===== src/rtl/reg_bus_pkg.sv =====
// Shared types and constants for the Wishbone-to-MAC register-file bridge.
// Holds the FSM encoding, the default register map limits and the access-legality check.
package reg_bus_pkg;

   typedef enum logic [2:0] {
      ST_IDLE = 3'd0,
      ST_WR   = 3'd1,
      ST_RD   = 3'd2,
      ST_CAP  = 3'd3,
      ST_ACK  = 3'd4,
      ST_ERR  = 3'd5
   } state_e;

   localparam int unsigned IDX_MAX_DEF = 34;
   localparam int unsigned RO_LO_DEF   = 30;
   localparam int unsigned RO_HI_DEF   = 32;

   localparam logic [1:0] SEL_LEGAL = 2'b11;

   // An access is refused for partial byte lanes, an unimplemented word, or a write to a read-only word.
   function automatic logic access_illegal(
      input logic       we,
      input logic [6:0] idx,
      input logic [1:0] sel,
      input logic [6:0] idx_max,
      input logic [6:0] ro_lo,
      input logic [6:0] ro_hi
   );
      logic bad_sel;
      logic bad_idx;
      logic bad_ro;
      bad_sel = (sel != SEL_LEGAL);
      bad_idx = (idx > idx_max);
      bad_ro  = we && (idx >= ro_lo) && (idx <= ro_hi);
      return bad_sel || bad_idx || bad_ro;
   endfunction

endpackage


===== src/rtl/reg_bus_bridge.sv =====
// Wishbone-classic slave that turns each single WB cycle into one MAC register-file access.
// Every cycle ends in ack or err; an aborted cycle still completes its register strobe silently.
module reg_bus_bridge
   import reg_bus_pkg::*;
#(
   parameter int unsigned IDX_MAX = IDX_MAX_DEF,
   parameter int unsigned RO_LO   = RO_LO_DEF,
   parameter int unsigned RO_HI   = RO_HI_DEF
) (
   input  logic        Clk_reg,
   input  logic        Reset,
   input  logic        wb_cyc_i,
   input  logic        wb_stb_i,
   input  logic        wb_we_i,
   input  logic [7:0]  wb_adr_i,
   input  logic [1:0]  wb_sel_i,
   input  logic [15:0] wb_dat_i,
   output logic [15:0] wb_dat_o,
   output logic        wb_ack_o,
   output logic        wb_err_o,
   output logic        CSB,
   output logic        WRB,
   output logic [7:0]  CA,
   output logic [15:0] CD_in,
   input  logic [15:0] CD_out
);

   localparam logic [6:0] IDX_MAX_W = 7'(IDX_MAX);
   localparam logic [6:0] RO_LO_W   = 7'(RO_LO);
   localparam logic [6:0] RO_HI_W   = 7'(RO_HI);

   state_e      state_q, state_d;
   logic        csb_q, csb_d;
   logic        wrb_q, wrb_d;
   logic [7:0]  ca_q, ca_d;
   logic [15:0] cd_in_q, cd_in_d;
   logic [15:0] dat_q, dat_d;
   logic        ack_q, ack_d;
   logic        err_q, err_d;
   logic        abort_q, abort_d;
   logic        cyc_lost_s;

   assign cyc_lost_s = abort_q | ~wb_cyc_i;

   // Next-state and next-output decode; outputs are computed one state ahead so they leave flops.
   always_comb begin
      state_d = state_q;
      csb_d   = 1'b1;
      wrb_d   = 1'b1;
      ca_d    = ca_q;
      cd_in_d = cd_in_q;
      dat_d   = dat_q;
      ack_d   = 1'b0;
      err_d   = 1'b0;
      abort_d = abort_q;
      case (state_q)
         ST_IDLE: begin
            if (wb_cyc_i && wb_stb_i) begin
               // Byte lane bit has no meaning on a 16-bit word bus and is forced to zero.
               ca_d    = {wb_adr_i[7:1], wb_adr_i[0] & 1'b0};
               cd_in_d = wb_dat_i;
               abort_d = 1'b0;
               if (access_illegal(wb_we_i, wb_adr_i[7:1], wb_sel_i, IDX_MAX_W, RO_LO_W, RO_HI_W)) begin
                  state_d = ST_ERR;
                  err_d   = 1'b1;
               end else if (wb_we_i) begin
                  state_d = ST_WR;
                  csb_d   = 1'b0;
                  wrb_d   = 1'b0;
               end else begin
                  state_d = ST_RD;
                  csb_d   = 1'b0;
               end
            end else begin
               state_d = ST_IDLE;
            end
         end
         ST_WR: begin
            abort_d = cyc_lost_s;
            state_d = ST_ACK;
            ack_d   = ~cyc_lost_s;
         end
         ST_RD: begin
            abort_d = cyc_lost_s;
            state_d = ST_CAP;
         end
         ST_CAP: begin
            abort_d = cyc_lost_s;
            dat_d   = CD_out;
            state_d = ST_ACK;
            ack_d   = ~cyc_lost_s;
         end
         ST_ACK:  state_d = ST_IDLE;
         ST_ERR:  state_d = ST_IDLE;
         default: state_d = ST_IDLE;
      endcase
   end

   // State and output registers.
   always_ff @(posedge Clk_reg or posedge Reset) begin
      if (Reset) begin
         state_q <= ST_IDLE;
         csb_q   <= 1'b1;
         wrb_q   <= 1'b1;
         ca_q    <= 8'h00;
         cd_in_q <= 16'h0000;
         dat_q   <= 16'h0000;
         ack_q   <= 1'b0;
         err_q   <= 1'b0;
         abort_q <= 1'b0;
      end else begin
         state_q <= state_d;
         csb_q   <= csb_d;
         wrb_q   <= wrb_d;
         ca_q    <= ca_d;
         cd_in_q <= cd_in_d;
         dat_q   <= dat_d;
         ack_q   <= ack_d;
         err_q   <= err_d;
         abort_q <= abort_d;
      end
   end

   assign wb_dat_o = dat_q;
   assign wb_ack_o = ack_q;
   assign wb_err_o = err_q;
   assign CSB      = csb_q;
   assign WRB      = wrb_q;
   assign CA       = ca_q;
   assign CD_in    = cd_in_q;

endmodule


===== config.mk =====
export PLATFORM = sky130hd
export DESIGN_NAME = reg_bus_bridge
export DESIGN_NICKNAME = d
export VERILOG_FILES = /design/src/rtl/reg_bus_pkg.sv /design/src/rtl/reg_bus_bridge.sv
export SDC_FILE = /design/constraint.sdc
export NUM_CORES = 1
export LEC_CHECK = 0
export CORE_MARGIN = 1.5
export CORE_UTILIZATION = 43
export DETAILED_ROUTE_END_ITERATION = 10
export PLACE_DENSITY = 0.84
export SETUP_SLACK_MARGIN = 0.05
export SYNTH_ARGS = -nofsm -noshare
export SYNTH_HDL_FRONTEND = slang
export SYNTH_SLANG_ARGS = --single-unit
export TNS_END_PERCENT = 30

===== constraint.sdc =====
create_clock -name Clk_reg -period 4.3 [get_ports Clk_reg]
set_input_delay 0.86 -clock Clk_reg [delete_from_list [all_inputs] [get_ports Clk_reg]]
set_output_delay 0.86 -clock Clk_reg [all_outputs]
set_load 0.1 [all_outputs]

After elaboration in Yosys (flattened, before gate mapping):

Cells that the tools add are included.

* bits in registers: 47
* output and inout bits: 44
* word-level logic and storage cells: 47
* input port bits: 47

* bitwise logic cells: 3
* $lt $le $gt $ge: 3
* reductions and logical operators: 11
* eq/ne operators: 5
* mux-type cells: 16

Operators with widths (number)
* 1-bit 2-to-1 mux: 11
* 3-bit case mux with 3 select lines: 1
* 7-bit by 5-bit greater-or-equal comparator with 1-bit output (second input constant): 1
* 7-bit by 6-bit greater-than comparator with 1-bit output (second input constant): 1
* 7-bit by 6-bit <= comparator with 1-bit output (second input constant): 1
* 3-bit by 2-bit == test with 1-bit output (second input constant): 2
* 3-bit 2-to-1 mux: 2
* 2-bit != test (second input constant): 2
* 2-bit AND reduction: 2
* 3-bit by 1-bit == test with 1-bit output (second input constant): 1
* 1-bit logical AND: 3
* 3-bit zero test: 1
* 3-bit OR reduction: 1
* 1-bit logical OR: 2
* 2-bit 2-to-1 mux: 1
* 1-bit NOT: 2
* 1-bit case mux with 2 select lines: 1
* 2-bit nonzero test: 1
* 2-bit OR reduction: 1
* 1-bit bitwise OR: 1

Depth between registers and ports, before layout:

* depth in word-level cells: 7
* depth in mapped cells: 5
* gate-level depth less buffers: 4

Least setup slack after synthesis:

No wires, ideal clock.

* path type: input port to flip-flop
* start: input port wb_adr_i[5]
* end: register state_q[2]
* stages on the path: 4
* arrival: 1783 ps
* setup slack: 2393 ps
* buffers on the path: 0
* data required time: 4175 ps
* library setup time: 125 ps
* cell sequence: or3_4 a211o_1 nor2_1 a211oi_2

* word-level cells in the longest chain between the ends: 7
* elaborated cells on any way between the ends: 10
* those cells by class: order compare (3); mux (3); reduce/logical (4)

RTL lines
* from (decl): RTL line reg_bus_bridge.sv:15 `input logic [7:0] wb_adr_i,`
* 7-bit by 5-bit greater-or-equal comparator with 1-bit output: RTL line reg_bus_pkg.sv:34 `bad_ro = we && (idx >= ro_lo) && (idx <= ro_hi);`
* 1-bit logical AND (2 in series): RTL line reg_bus_pkg.sv:34
* 1-bit logical OR (*): RTL line reg_bus_pkg.sv:35 `return bad_sel || bad_idx || bad_ro;`
* 3-bit 2-to-1 mux (*): RTL line reg_bus_bridge.sv:63 `if (access_illegal(wb_we_i, wb_adr_i[7:1], wb_sel_i, IDX_MAX_W, RO_LO_W, RO_HI_W)) begin`
* 3-bit 2-to-1 mux (*): RTL line reg_bus_bridge.sv:58 `if (wb_cyc_i && wb_stb_i) begin`
* 3-bit case mux with 3 select lines (*): RTL line reg_bus_bridge.sv:56 `case (state_q)`
* net state_d[2]: RTL line reg_bus_bridge.sv:32 `state_e state_q, state_d;`
* to (signal assigned): RTL line reg_bus_bridge.sv:112 `state_q <= state_d;`
* to (decl): RTL line reg_bus_bridge.sv:32

Mark *: on every way through the listed nets, which the timed path passes. The rest lies on a longest branch.
A chain may end at the register's enable or synchronous reset.

Worst setup path in the final report:

* start: register wrb_q (netlist: WRB)
* end: output port WRB

RTL lines
* from (decl): RTL line reg_bus_bridge.sv:34 `logic wrb_q, wrb_d;`
* from (signal assigned): RTL line reg_bus_bridge.sv:114 `wrb_q <= wrb_d;`
* to (decl): RTL line reg_bus_bridge.sv:22 `output logic WRB,`

No word-level cell between the ends.

==> results.sh <==
export IMPL_hold_depth=1
export IMPL_detail_route_wirelength_mm=4.02
export IMPL_cp_required_ns=3.44
export IMPL_layout_nets=263
export IMPL_numCtsBuffers=5
export IMPL_critPathSlowestCell="clkdlybuf4s50_1"
export IMPL_avgSynthCellArea_sq_um=14.9
export IMPL_slew_viol_final=0
export IMPL_yosys_top_cells_area="dfrtp_1 (60%), mux2_1 (23%), dfstp_2 (2.8%)"
export IMPL_grtUsageMet2_pct=30.5
export IMPL_p_per_area_nw_per_um2=604
export IMPL_cp_max_fo=1
export IMPL_cts_buffer_depth=2
export IMPL_synth_top_area_share_pct=60.4
export IMPL_gr_usage_met1_pct=20.0
export IMPL_period_minus_slack_ns=2.81
export IMPL_grt_max_degree=48
export IMPL_grt_busiest_layer="met2"
export IMPL_syn_nets=172
export IMPL_post_cts_buffers=0
export IMPL_die_height_microns=68.8
export IMPL_io_pins=91
export IMPL_drive_above_1_share_pct=8.29
export IMPL_final_cell_area_sq_um=2910
export IMPL_crit_family="buffers and inverters"
export IMPL_grt_overflow_total=0
export IMPL_synth_top_area_cell="dfrtp_1"
export IMPL_antenna_cells=0
export IMPL_worstReg2RegEnd="wb_dat_o[14]$_DFFE_PP0P_"
export IMPL_initial_utilization_pct=45.6
export IMPL_synth_cells=125
export IMPL_synthArstFlopShare_pct=100
export IMPL_nFillCells=284
export IMPL_cp_num_buf_inv=1
export IMPL_clkLatencyLatePin_ns=0.29
export IMPL_fmax_ghz=0.355
export IMPL_root_buffer="clkbuf_8"
export IMPL_grt_pass1_vias=1311
export IMPL_setup_viol_count_final=0
export IMPL_core_rowCount=23
export IMPL_cp_start_kind="flip-flop"
export IMPL_hold_violations=0
export IMPL_dieArea_sq_um=4740
export IMPL_worst_ir_drop_vdd_v=0.000331
export IMPL_clkTransAtPathRegs_ns=0.08
export IMPL_min_to="wb_dat_o[12]$_DFFE_PP0P_"
export IMPL_yosys_warnings=0
export IMPL_crit_cells=1
export IMPL_finalSetupTns_ns=0
export IMPL_cts_sinks=47
export IMPL_skew_ns=0.00589
export IMPL_status="finished clean"
export IMPL_r2r_start="state_q[2]$_DFF_PP0_"
export IMPL_hp_start="wb_dat_o[12]$_DFFE_PP0P_"
export IMPL_p_total_mw=1.76
export IMPL_worst_pin_slew_ns=1.01
export IMPL_grt_total_usage_pct=17.7
export IMPL_max_cap_violations=0
export IMPL_ys_seq_elements=47
export IMPL_relSlewSlack_pct=32.6
export IMPL_cts_tree="built"
export IMPL_cp_slowest_stage_delay_ns=1.15
export IMPL_num_vias=1294
export IMPL_ant_nets=0
export IMPL_yosysSeqAreaShare_pct=63.2
export IMPL_cp_arrival_ns=1.95
export IMPL_avgViaCountPerCell=4.85
export IMPL_drt_iter0_markers=45
export IMPL_met3_usage_pct=6.66
export IMPL_gp_congestion=0.675
export IMPL_synth_edff_count=0
export IMPL_reg2reg_slack_ns=2.60
export IMPL_ys_types=26
export IMPL_p_leak_nw=1.20
export IMPL_wl_per_cell_microns=15.0
export IMPL_syn_area_sq_um=1860
export IMPL_portBuffers=88
export IMPL_antenna_found_initial=0
export IMPL_timing_final_crit_share_pct=65.5
export IMPL_die_x_microns=68.8
export IMPL_synthFlopType="dfrtp_1"
export IMPL_core_area_sq_um=4090
export IMPL_drcViolationCount=0
export IMPL_path_class="reg2out"
export IMPL_r2r_cells=2
export IMPL_cp_end_kind="output pin"
export IMPL_synth_cells_most_frequent="dfrtp_1 (45), mux2_1 (38), nor2_1 (8), buf_4 (4), nand2_1 (4)"
export IMPL_holdCritPathClass="reg2reg"
export IMPL_htreeDepth=2
export IMPL_crit_chain="clkdlybuf4s50_1"
export IMPL_cts_resized=0
export IMPL_cts_hold_fix_buffers=0
export IMPL_rsz0062_at_grt="no"
export IMPL_grt_pass1_wl_mm=6.04
export IMPL_drtPass1Iterations=4
export IMPL_area_growth_pct=56.1
export IMPL_synth_most_common_cell="dfrtp_1"
export IMPL_hpwlAfterDp_mm=3.07
export IMPL_dpl_cell_area_sq_um=2780
==> stage by stage <==
step	instances	hold WS, ns	utilization (%)	setup WS [ns]
CTS	267	0.502	71.2	1.47
detailed placement	259	0.483	68.0	1.71
global placement	259	0.453	68.0	1.79
floorplan	125	0.432	-	2.33
finish	267	0.496	71.2	1.49
global route	267	0.517	71.2	1.45
==> registers in the layout, summed over array words and instances (netlist names) <==
signal,cells
CSB,1
WRB,1
wb_ack_o,1
state_q,3
wb_err_o,1
CD_in,16
CA,7
wb_dat_o,16
abort_q,1
==> metal layers <==
metal	share of wire (%)	up-vias
li1	-	617
met1	39	609
met2	49	62
met3	11	6
met4	1.4	0
met5	0	-
==> power breakdown <==
part | leakage, nW | total (mW) | switching [mW] | internal [mW]
Sequential | 0.559 | 0.559 | 0.0416 | 0.517
Combinational | 0.578 | 0.830 | 0.630 | 0.201
Clock | 0.0654 | 0.368 | 0.136 | 0.232
==> logic make-up after synthesis <==
logic type | share of synthesized area, %
AOI/OAI and AO/OA | 3.29
buffers and inverters | 2.01
DFF | 63.2
muxes | 23.6
other | 0.201
and+or+nand+nor | 7.72
==> how the worst max path moves through the flow <==
stage,from,to,slack [ns]
after floorplan,Reset,CA[1]$_DFFE_PP0P_,2.33
after global placement,wb_cyc_i,CD_in[11]$_DFFE_PP0P_,1.79
after detailed placement,wb_cyc_i,CD_in[4]$_DFFE_PP0P_,1.71
after CTS,WRB$_DFF_PP1_,WRB,1.47
after global routing,WRB$_DFF_PP1_,WRB,1.45
final,WRB$_DFF_PP1_,WRB,1.49
==> placed cells by master, fill, tap and decap left out, types with 2 or more instances in the layout <==
master,synthesis,final
bufinv_16,0,2
nand2_1,4,4
clkbuf_8,0,5
nand3b_1,3,3
clkdlybuf4s50_1,0,88
nor2_1,8,8
mux2_1,38,38
dfrtp_1,45,45
a21oi_1,2,2
dfstp_2,2,2
==> layout make-up <==
class | instances | area, sq um | share of cell area [%]
sequential | 47 | 1180 | 40.5
clock buffer | 6 | 72.6 | 2.49
timing repair buffer | 88 | 881 | 30.3
multi-input combinational | 72 | 648 | 22.3
clock inverter | 2 | 60.1 | 2.06
inverter | 2 | 7.51 | 0.258
tap | 50 | 62.6 | 2.15
No activity file was read; power rests on OpenSTA's default activity.
